**src/rtl/alu_pkg.sv**
```systemverilog
// -----------------------------------------------------------------------------
// alu_pkg
// Shared ALU definitions: the e_alu_op operation encoding used by the control
// unit and every ALU block, the state encoding of the multi-byte sequencer,
// and small op-classification helpers.
// No ports (package).
// -----------------------------------------------------------------------------
package alu_pkg;

  // Shared operation encoding. Codes 8..14 are recognised by other ALU blocks
  // but not by the byte sequencer; code 15 is unassigned.
  typedef enum logic [3:0] {
    ALU_ADD  = 4'd0,
    ALU_SUB  = 4'd1,
    ALU_AND  = 4'd2,
    ALU_OR   = 4'd3,
    ALU_XOR  = 4'd4,
    ALU_NAND = 4'd5,
    ALU_NOR  = 4'd6,
    ALU_XNOR = 4'd7,
    ALU_SL   = 4'd8,
    ALU_SR   = 4'd9,
    ALU_RA   = 4'd10,
    ALU_RAS  = 4'd11,
    ALU_MUL  = 4'd12,
    ALU_DIV  = 4'd13,
    ALU_MOD  = 4'd14
  } e_alu_op;

  // Multi-byte sequencer states.
  typedef enum logic [1:0] {
    SEQ_IDLE = 2'd0,
    SEQ_RUN  = 2'd1,
    SEQ_DONE = 2'd2
  } e_seq_state;

  // Ops the byte sequencer can execute one byte at a time.
  function automatic logic is_seq_op(input e_alu_op op);
    case (op)
      ALU_ADD, ALU_SUB, ALU_AND, ALU_OR,
      ALU_XOR, ALU_NAND, ALU_NOR, ALU_XNOR: return 1'b1;
      default:                              return 1'b0;
    endcase
  endfunction

  // Ops that propagate a carry/borrow between bytes.
  function automatic logic is_carry_op(input e_alu_op op);
    case (op)
      ALU_ADD, ALU_SUB: return 1'b1;
      default:          return 1'b0;
    endcase
  endfunction

endpackage

```
**src/rtl/alu_seq_slice.sv**
```systemverilog
// -----------------------------------------------------------------------------
// alu_seq_slice
// Combinational WORD-wide ALU slice. The sequencer time-multiplexes a single
// instance over the bytes of a wide operand, feeding c_out of one byte back
// as c_in of the next.
// Ports:
//   op     in   operation (only sequencer ops produce a non-zero result)
//   a_i    in   WORD-bit byte of operand A
//   b_i    in   WORD-bit byte of operand B
//   c_in   in   carry in (ADD) / borrow in (SUB); ignored by logic ops
//   r_i    out  WORD-bit byte result
//   c_out  out  carry out (ADD) / borrow out (SUB); 0 for logic ops
// -----------------------------------------------------------------------------
module alu_seq_slice
  import alu_pkg::*;
#(
  parameter int WORD = 8
) (
  input  e_alu_op         op,
  input  logic [WORD-1:0] a_i,
  input  logic [WORD-1:0] b_i,
  input  logic            c_in,
  output logic [WORD-1:0] r_i,
  output logic            c_out
);

  // One extra bit above the byte catches the carry, or the borrow as the
  // sign of a - b - bw (which never drops below -2^WORD).
  logic [WORD:0] ext_s;

  // Byte-wide arithmetic / logic evaluation.
  always_comb begin
    ext_s = {(WORD+1){1'b0}};
    r_i   = {WORD{1'b0}};
    c_out = 1'b0;
    case (op)
      ALU_ADD: begin
        ext_s = {1'b0, a_i} + {1'b0, b_i} + {{WORD{1'b0}}, c_in};
        r_i   = ext_s[WORD-1:0];
        c_out = ext_s[WORD];
      end
      ALU_SUB: begin
        ext_s = {1'b0, a_i} - {1'b0, b_i} - {{WORD{1'b0}}, c_in};
        r_i   = ext_s[WORD-1:0];
        c_out = ext_s[WORD];
      end
      ALU_AND:  r_i = a_i & b_i;
      ALU_OR:   r_i = a_i | b_i;
      ALU_XOR:  r_i = a_i ^ b_i;
      ALU_NAND: r_i = ~(a_i & b_i);
      ALU_NOR:  r_i = ~(a_i | b_i);
      ALU_XNOR: r_i = ~(a_i ^ b_i);
      default: begin
        r_i   = {WORD{1'b0}};
        c_out = 1'b0;
      end
    endcase
  end

endmodule

```
**src/rtl/alu_seq.sv**
```systemverilog
// -----------------------------------------------------------------------------
// alu_seq
// Multi-byte ALU sequencer. Accepts one W = WORD*NBYTES bit operation per
// start handshake, processes it one byte per cycle LSB first with a chained
// carry/borrow, and presents the wide result and flags with a done pulse.
// Ports:
//   clk       in   system clock
//   rst       in   synchronous active-high reset (aborts a running op)
//   start     in   request; accepted only while busy=0
//   op        in   e_alu_op operation, sampled with start
//   a_in      in   W-bit operand A, sampled with start
//   b_in      in   W-bit operand B, sampled with start
//   cin_in    in   initial carry (ADD) / borrow (SUB), sampled with start
//   sign      in   signed mode, sampled with start
//   busy      out  high while bytes are being processed
//   done      out  one-cycle pulse; result/flags valid from this cycle on
//   result    out  W-bit result, held until the next completed op
//   cout      out  final carry/borrow (0 in signed mode)
//   zero      out  result == 0 over all W bits
//   overflow  out  signed overflow (signed ADD/SUB only)
//   err       out  op not executable by the sequencer
// -----------------------------------------------------------------------------
module alu_seq
  import alu_pkg::*;
#(
  parameter int WORD   = 8,
  parameter int NBYTES = 4
) (
  input  logic                   clk,
  input  logic                   rst,
  input  logic                   start,
  input  e_alu_op                op,
  input  logic [WORD*NBYTES-1:0] a_in,
  input  logic [WORD*NBYTES-1:0] b_in,
  input  logic                   cin_in,
  input  logic                   sign,
  output logic                   busy,
  output logic                   done,
  output logic [WORD*NBYTES-1:0] result,
  output logic                   cout,
  output logic                   zero,
  output logic                   overflow,
  output logic                   err
);

  localparam int W     = WORD * NBYTES;
  localparam int IDX_W = (NBYTES > 1) ? $clog2(NBYTES) : 1;
  localparam logic [IDX_W-1:0] LAST_IDX = IDX_W'(NBYTES - 1);

  e_seq_state        state_r;
  e_seq_state        state_s;
  e_alu_op           op_r;
  logic [W-1:0]      a_r;        // shifts right one byte per RUN cycle
  logic [W-1:0]      b_r;
  logic [W-1:0]      acc_r;      // result bytes enter at the top, LSB first
  logic [IDX_W-1:0]  idx_r;
  logic              carry_r;
  logic              sign_r;
  logic              bad_r;      // accepted op is not a sequencer op
  logic              a_msb_r;    // operand MSBs kept for the overflow rule
  logic              b_msb_r;

  logic [WORD-1:0]   r_s;
  logic              c_s;
  logic [W+WORD-1:0] acc_cat_s;
  logic              accept_s;
  logic              last_s;
  logic              ov_s;

  alu_seq_slice #(
    .WORD (WORD)
  ) u_slice (
    .op    (op_r),
    .a_i   (a_r[WORD-1:0]),
    .b_i   (b_r[WORD-1:0]),
    .c_in  (carry_r),
    .r_i   (r_s),
    .c_out (c_s)
  );

  // New result byte pushed in at the top; after NBYTES pushes byte 0 sits
  // at the bottom.
  assign acc_cat_s = {r_s, acc_r} >> WORD;
  assign accept_s  = start && ((state_r == SEQ_IDLE) || (state_r == SEQ_DONE));
  assign last_s    = (idx_r == LAST_IDX);

  // Signed overflow from the operand MSBs and the assembled result MSB.
  always_comb begin
    ov_s = 1'b0;
    if (sign_r) begin
      case (op_r)
        ALU_ADD: ov_s = (a_msb_r == b_msb_r) && (acc_r[W-1] != a_msb_r);
        ALU_SUB: ov_s = (a_msb_r != b_msb_r) && (acc_r[W-1] != a_msb_r);
        default: ov_s = 1'b0;
      endcase
    end else begin
      ov_s = 1'b0;
    end
  end

  // State register.
  always_ff @(posedge clk) begin
    if (rst) begin
      state_r <= SEQ_IDLE;
    end else begin
      state_r <= state_s;
    end
  end

  // Next-state logic. DONE accepts a new start just like IDLE, giving
  // back-to-back operation.
  always_comb begin
    state_s = state_r;
    case (state_r)
      SEQ_IDLE, SEQ_DONE: begin
        if (start) begin
          if (is_seq_op(op)) begin
            state_s = SEQ_RUN;
          end else begin
            state_s = SEQ_DONE;
          end
        end else begin
          state_s = SEQ_IDLE;
        end
      end
      SEQ_RUN: begin
        if (last_s) begin
          state_s = SEQ_DONE;
        end else begin
          state_s = SEQ_RUN;
        end
      end
      default: state_s = SEQ_IDLE;
    endcase
  end

  // Datapath: operand capture, byte stepping, and output registers that
  // change only when leaving DONE.
  always_ff @(posedge clk) begin
    if (rst) begin
      op_r     <= ALU_ADD;
      a_r      <= {W{1'b0}};
      b_r      <= {W{1'b0}};
      acc_r    <= {W{1'b0}};
      idx_r    <= {IDX_W{1'b0}};
      carry_r  <= 1'b0;
      sign_r   <= 1'b0;
      bad_r    <= 1'b0;
      a_msb_r  <= 1'b0;
      b_msb_r  <= 1'b0;
      busy     <= 1'b0;
      done     <= 1'b0;
      result   <= {W{1'b0}};
      cout     <= 1'b0;
      zero     <= 1'b0;
      overflow <= 1'b0;
      err      <= 1'b0;
    end else begin
      done <= 1'b0;
      busy <= (state_s == SEQ_RUN);

      if (state_r == SEQ_RUN) begin
        a_r     <= a_r >> WORD;
        b_r     <= b_r >> WORD;
        acc_r   <= acc_cat_s[W-1:0];
        carry_r <= c_s;
        idx_r   <= idx_r + IDX_W'(1);
        // A supported op is executing, so any earlier error is stale.
        err     <= 1'b0;
      end

      if (state_r == SEQ_DONE) begin
        done     <= 1'b1;
        err      <= bad_r;
        result   <= bad_r ? {W{1'b0}} : acc_r;
        zero     <= bad_r ? 1'b1 : (acc_r == {W{1'b0}});
        cout     <= (!bad_r && !sign_r && is_carry_op(op_r)) ? carry_r : 1'b0;
        overflow <= !bad_r && ov_s;
      end

      if (accept_s) begin
        op_r    <= op;
        a_r     <= a_in;
        b_r     <= b_in;
        acc_r   <= {W{1'b0}};
        idx_r   <= {IDX_W{1'b0}};
        carry_r <= cin_in;
        sign_r  <= sign;
        bad_r   <= !is_seq_op(op);
        a_msb_r <= a_in[W-1];
        b_msb_r <= b_in[W-1];
        // From DONE the error flag belongs to the op completing this edge.
        if (state_r == SEQ_IDLE) begin
          err <= 1'b0;
        end
      end
    end
  end

endmodule

```
**config.mk**
```make
export PLATFORM = sky130hd
export DESIGN_NAME = alu_seq
export DESIGN_NICKNAME = d
export VERILOG_FILES = /design/src/rtl/alu_pkg.sv /design/src/rtl/alu_seq_slice.sv /design/src/rtl/alu_seq.sv
export SDC_FILE = /design/constraint.sdc
export NUM_CORES = 1
export LEC_CHECK = 0
export CAP_MARGIN = 0
export CORE_ASPECT_RATIO = 1.5
export CORE_MARGIN = 5
export CORE_UTILIZATION = 56
export CTS_BUF_LIST = sky130_fd_sc_hd__clkbuf_8
export DETAILED_ROUTE_END_ITERATION = 8
export PLACE_DENSITY = 0.79
export SLEW_MARGIN = 20
export SYNTH_ARGS = -nofsm -noshare
export SYNTH_HDL_FRONTEND = slang
export SYNTH_SLANG_ARGS = --single-unit
```
**constraint.sdc**
```tcl
create_clock -name clk -period 4.4 [get_ports clk]
set_input_delay 0.88 -clock clk [delete_from_list [all_inputs] [get_ports clk]]
set_output_delay 0.88 -clock clk [all_outputs]
set_load 0.02 [all_outputs]
```
==> reports/metrics.yaml <==
cts_root_buffer: "clkbuf_8"
switching_share_pct: 30.52
worstHoldPathCells: 2
critical_path_required_ps: 4780
syn_nets: 949
cp_slowest_stage_delay_ps: 590
antenna_found_initial: 0
grt_pass1_vias: 6340
diodes: 0
clock.fmax_mhz: 346.6
rsz0062_at_grt: "false"
layout_commonest_cell: "nand2_1"
nNetsFinal: 1024
io_pins: 111
port_buffers: 110
cp-end-kind: "flip-flop"
ys_ff_latch: 146
path_clk_slew_ps: 90
die_area_um2: 14790
cp.depth: 11
worst_pin_slew_ps: 989.5
post-cts-setup-buffer-count: 0
core-area_um2: 12320
cts_hold_buf: 0
grt.total_usage_pct: 25.72
route.antenna.remaining_nets: 0
cp_num_buf_inv: 2
netlist_area_um2: 6952
ys_warn_count: 0
overflow: 0
die_h_um: 146.5
fin_tns_setup_ps: 0
crit_chain: "inv_1, fa_1, inv_1, ha_1, nor2_1, fa_1, or2_2, mux4_2, nand2_1, o211ai_1, nand2_1"
synth_cell_types: 62
skew_ps: 13.00
run_status: "completed"
die_x_um: 101.0
finalNonFillerCells: 1085
power_frac_comb_pct: 17.2
via_count: 6427
async_flop_share_pct: 0
initial_core_util_pct: 56.41
syn_inst: 841
synthFlopType: "dfxtp_1"
cts_tree: "yes"
cts_buffer_depth: 2
cts_resized: 0
wl_per_cell_um: 17.43
dp.cells: 1053
crit_slowest_cell: "fa_1"
fin_ws_ps: 1515
hp-class: "reg2reg"
critPathKind: "reg2reg"
power.switching_mw: 0.9487
max-vdd-ir-drop_uv: 285.4
place_ws_ps: 1342
cts_buffers: 17
critPathLaunchType: "flip-flop"
crit_family: "adder cells"
p_seq_share_pct: 46.2
cts-htree-levels: 4
worst-path-max-fanout: 3
maxCapViolCount: 0
drive_gt1_share_pct: 6.566
grt_pass1_wl_um: 30650
routabilityCongestion: 0.9528
dr.first_iter.drc_count: 372
area_delta_synth_final_pct: 22.26
p_per_area_nw_per_um2: 365.7
leakage_nw: 3.102
clkPwrFrac_pct: 36.7
rows: 50
vias_per_cell: 5.924
layout_common_cells: "192 x nand2_1, 146 x dfxtp_1, 109 x clkdlybuf4s50_1, 76 x nor2_1, 64 x a21oi_1"
insertion_delay_ps: 450
hold_viol_final: 0
synth_edf_count: 0
grt_start_max_net_pins: 61
setup-violations-final: 0
cp.arrival_ps: 3270
routed_wl_um: 18910
p_int_mw: 2.160
power.total_mw: 3.108
yosysSeqAreaShare_pct: 42.04
relSlewSlack_pct: 34.03
hpwl_um: 13770
period_share_pct: 65.56
cts_sinks: 146
timing.final.max_slew_violations: 0
r2r_cells: 11
drcViolationCount: 0
avgSynthCellArea_um2: 8.266
period_minus_slack_ps: 2885
dr.pass1.iters: 5
[worst paths after layout]
check | slack, ps | endpoint | from
min | 460 | a_r[27] | a_r[27]
max | 1520 | acc_r[25] | a_r[0]
max reg2reg | 1520 | acc_r[25] | a_r[0]
min reg2reg | 460 | a_r[27] | a_r[27]
[routing by layer]
layer | vias to the layer above | routed length, um | track usage, %
li1 | 3104 | - | -
met1 | 3019 | 7430 | 29.82
met2 | 243 | 9521 | 43.27
met3 | 61 | 976 | 4.971
met4 | 0 | 982 | 15.04
met5 | - | 0 | 0
[cell type report]
class | instances | area (um2)
fillers | 988 | 3825
multi-input cells | 602 | 3660
flip-flops and latches | 146 | 2923
repair buffers | 120 | 1171
clock buffers | 18 | 247.7
well taps | 156 | 195.2
clock inverters | 14 | 193.9
inverters | 29 | 108.9
[cell usage after synthesis (3+ instances only)]
cell type,n,share of area (%)
xor2_1,6,0.76
mux2_2,4,0.65
a21oi_1,64,4.6
mux2i_1,5,0.72
nor2b_1,7,0.63
a31oi_1,5,0.45
a211oi_1,5,0.54
buf_6,3,0.49
nand2_1,192,10
nand3_1,6,0.43
ha_1,31,5.6
nor4_1,9,0.81
o21ai_0,14,1.0
clkbuf_1,33,1.8
fa_1,4,1.2
a21boi_0,3,0.32
o211ai_1,7,0.76
dfxtp_1,146,42
nor3_1,11,0.79
o21a_1,4,0.43
a22oi_1,17,1.8
nor2_1,77,4.2
inv_1,28,1.5
nand4_1,4,0.36
a22o_1,34,4.3
a32oi_1,4,0.50
buf_2,18,1.3
buf_1,8,0.43
a311oi_1,40,5.0
or2b_1,3,0.32
nand2b_1,9,0.81
[worst reg2reg max path, cell delays in order (launching register included)]
cell and delay [ps]:
dfxtp_1 370, inv_1 110, fa_1 590, inv_1 50, ha_1 180, nor2_1 150
fa_1 430, or2_2 280, mux4_2 450, nand2_1 80, o211ai_1 80, nand2_1 70
[sequential cells by signal, indices dropped and copies added, names as in the netlist]
| name | count |
|---|---|
| a_r | 32 |
| acc_r | 32 |
| b_r | 32 |
| result | 32 |
| op_r | 4 |
| idx_r | 2 |
| state_r | 2 |
| a_msb_r | 1 |
| b_msb_r | 1 |
| busy | 1 |
| carry_r | 1 |
| cout | 1 |
| done | 1 |
| err | 1 |
| overflow | 1 |
| sign_r | 1 |
| zero | 1 |
[metrics by stage]
| step | utilization, % | hold WS (ps) | area (um2) |
|---|---|---|---|
| after floorplan | - | 436.6 | 6952 |
| after global routing | 68.96 | 492.6 | 8499 |
| after CTS | 68.96 | 464.2 | 8499 |
| after global placement | 65.34 | 444.2 | 8053 |
| final | 68.96 | 464.2 | 8499 |
| after detailed placement | 65.38 | 449.3 | 8058 |
[power by group through the flow]
stage	registers, mW	clock network, mW	logic, mW
3_3_place_gp	1.46	0	0.510
2_1_floorplan	1.44	0	0.374
4_1_cts	1.43	1.16	0.530
5_1_grt	1.44	1.22	0.588
3_5_place_dp	1.46	0	0.526
6_report	1.43	1.14	0.533
[cells by family (layout without fill, tap and decap cells)]
family | Yosys count | count (layout) | share of synthesized area (%)
buf+inv | 93 | 181 | 5.777
xor+xnor | 8 | 8 | 1.008
simple gates | 332 | 332 | 20.18
mux | 11 | 11 | 2.016
compound gates | 216 | 216 | 22.25
fa+ha+maj | 35 | 35 | 6.731
flops | 146 | 146 | 42.04
(Power assumes the default switching activity.)
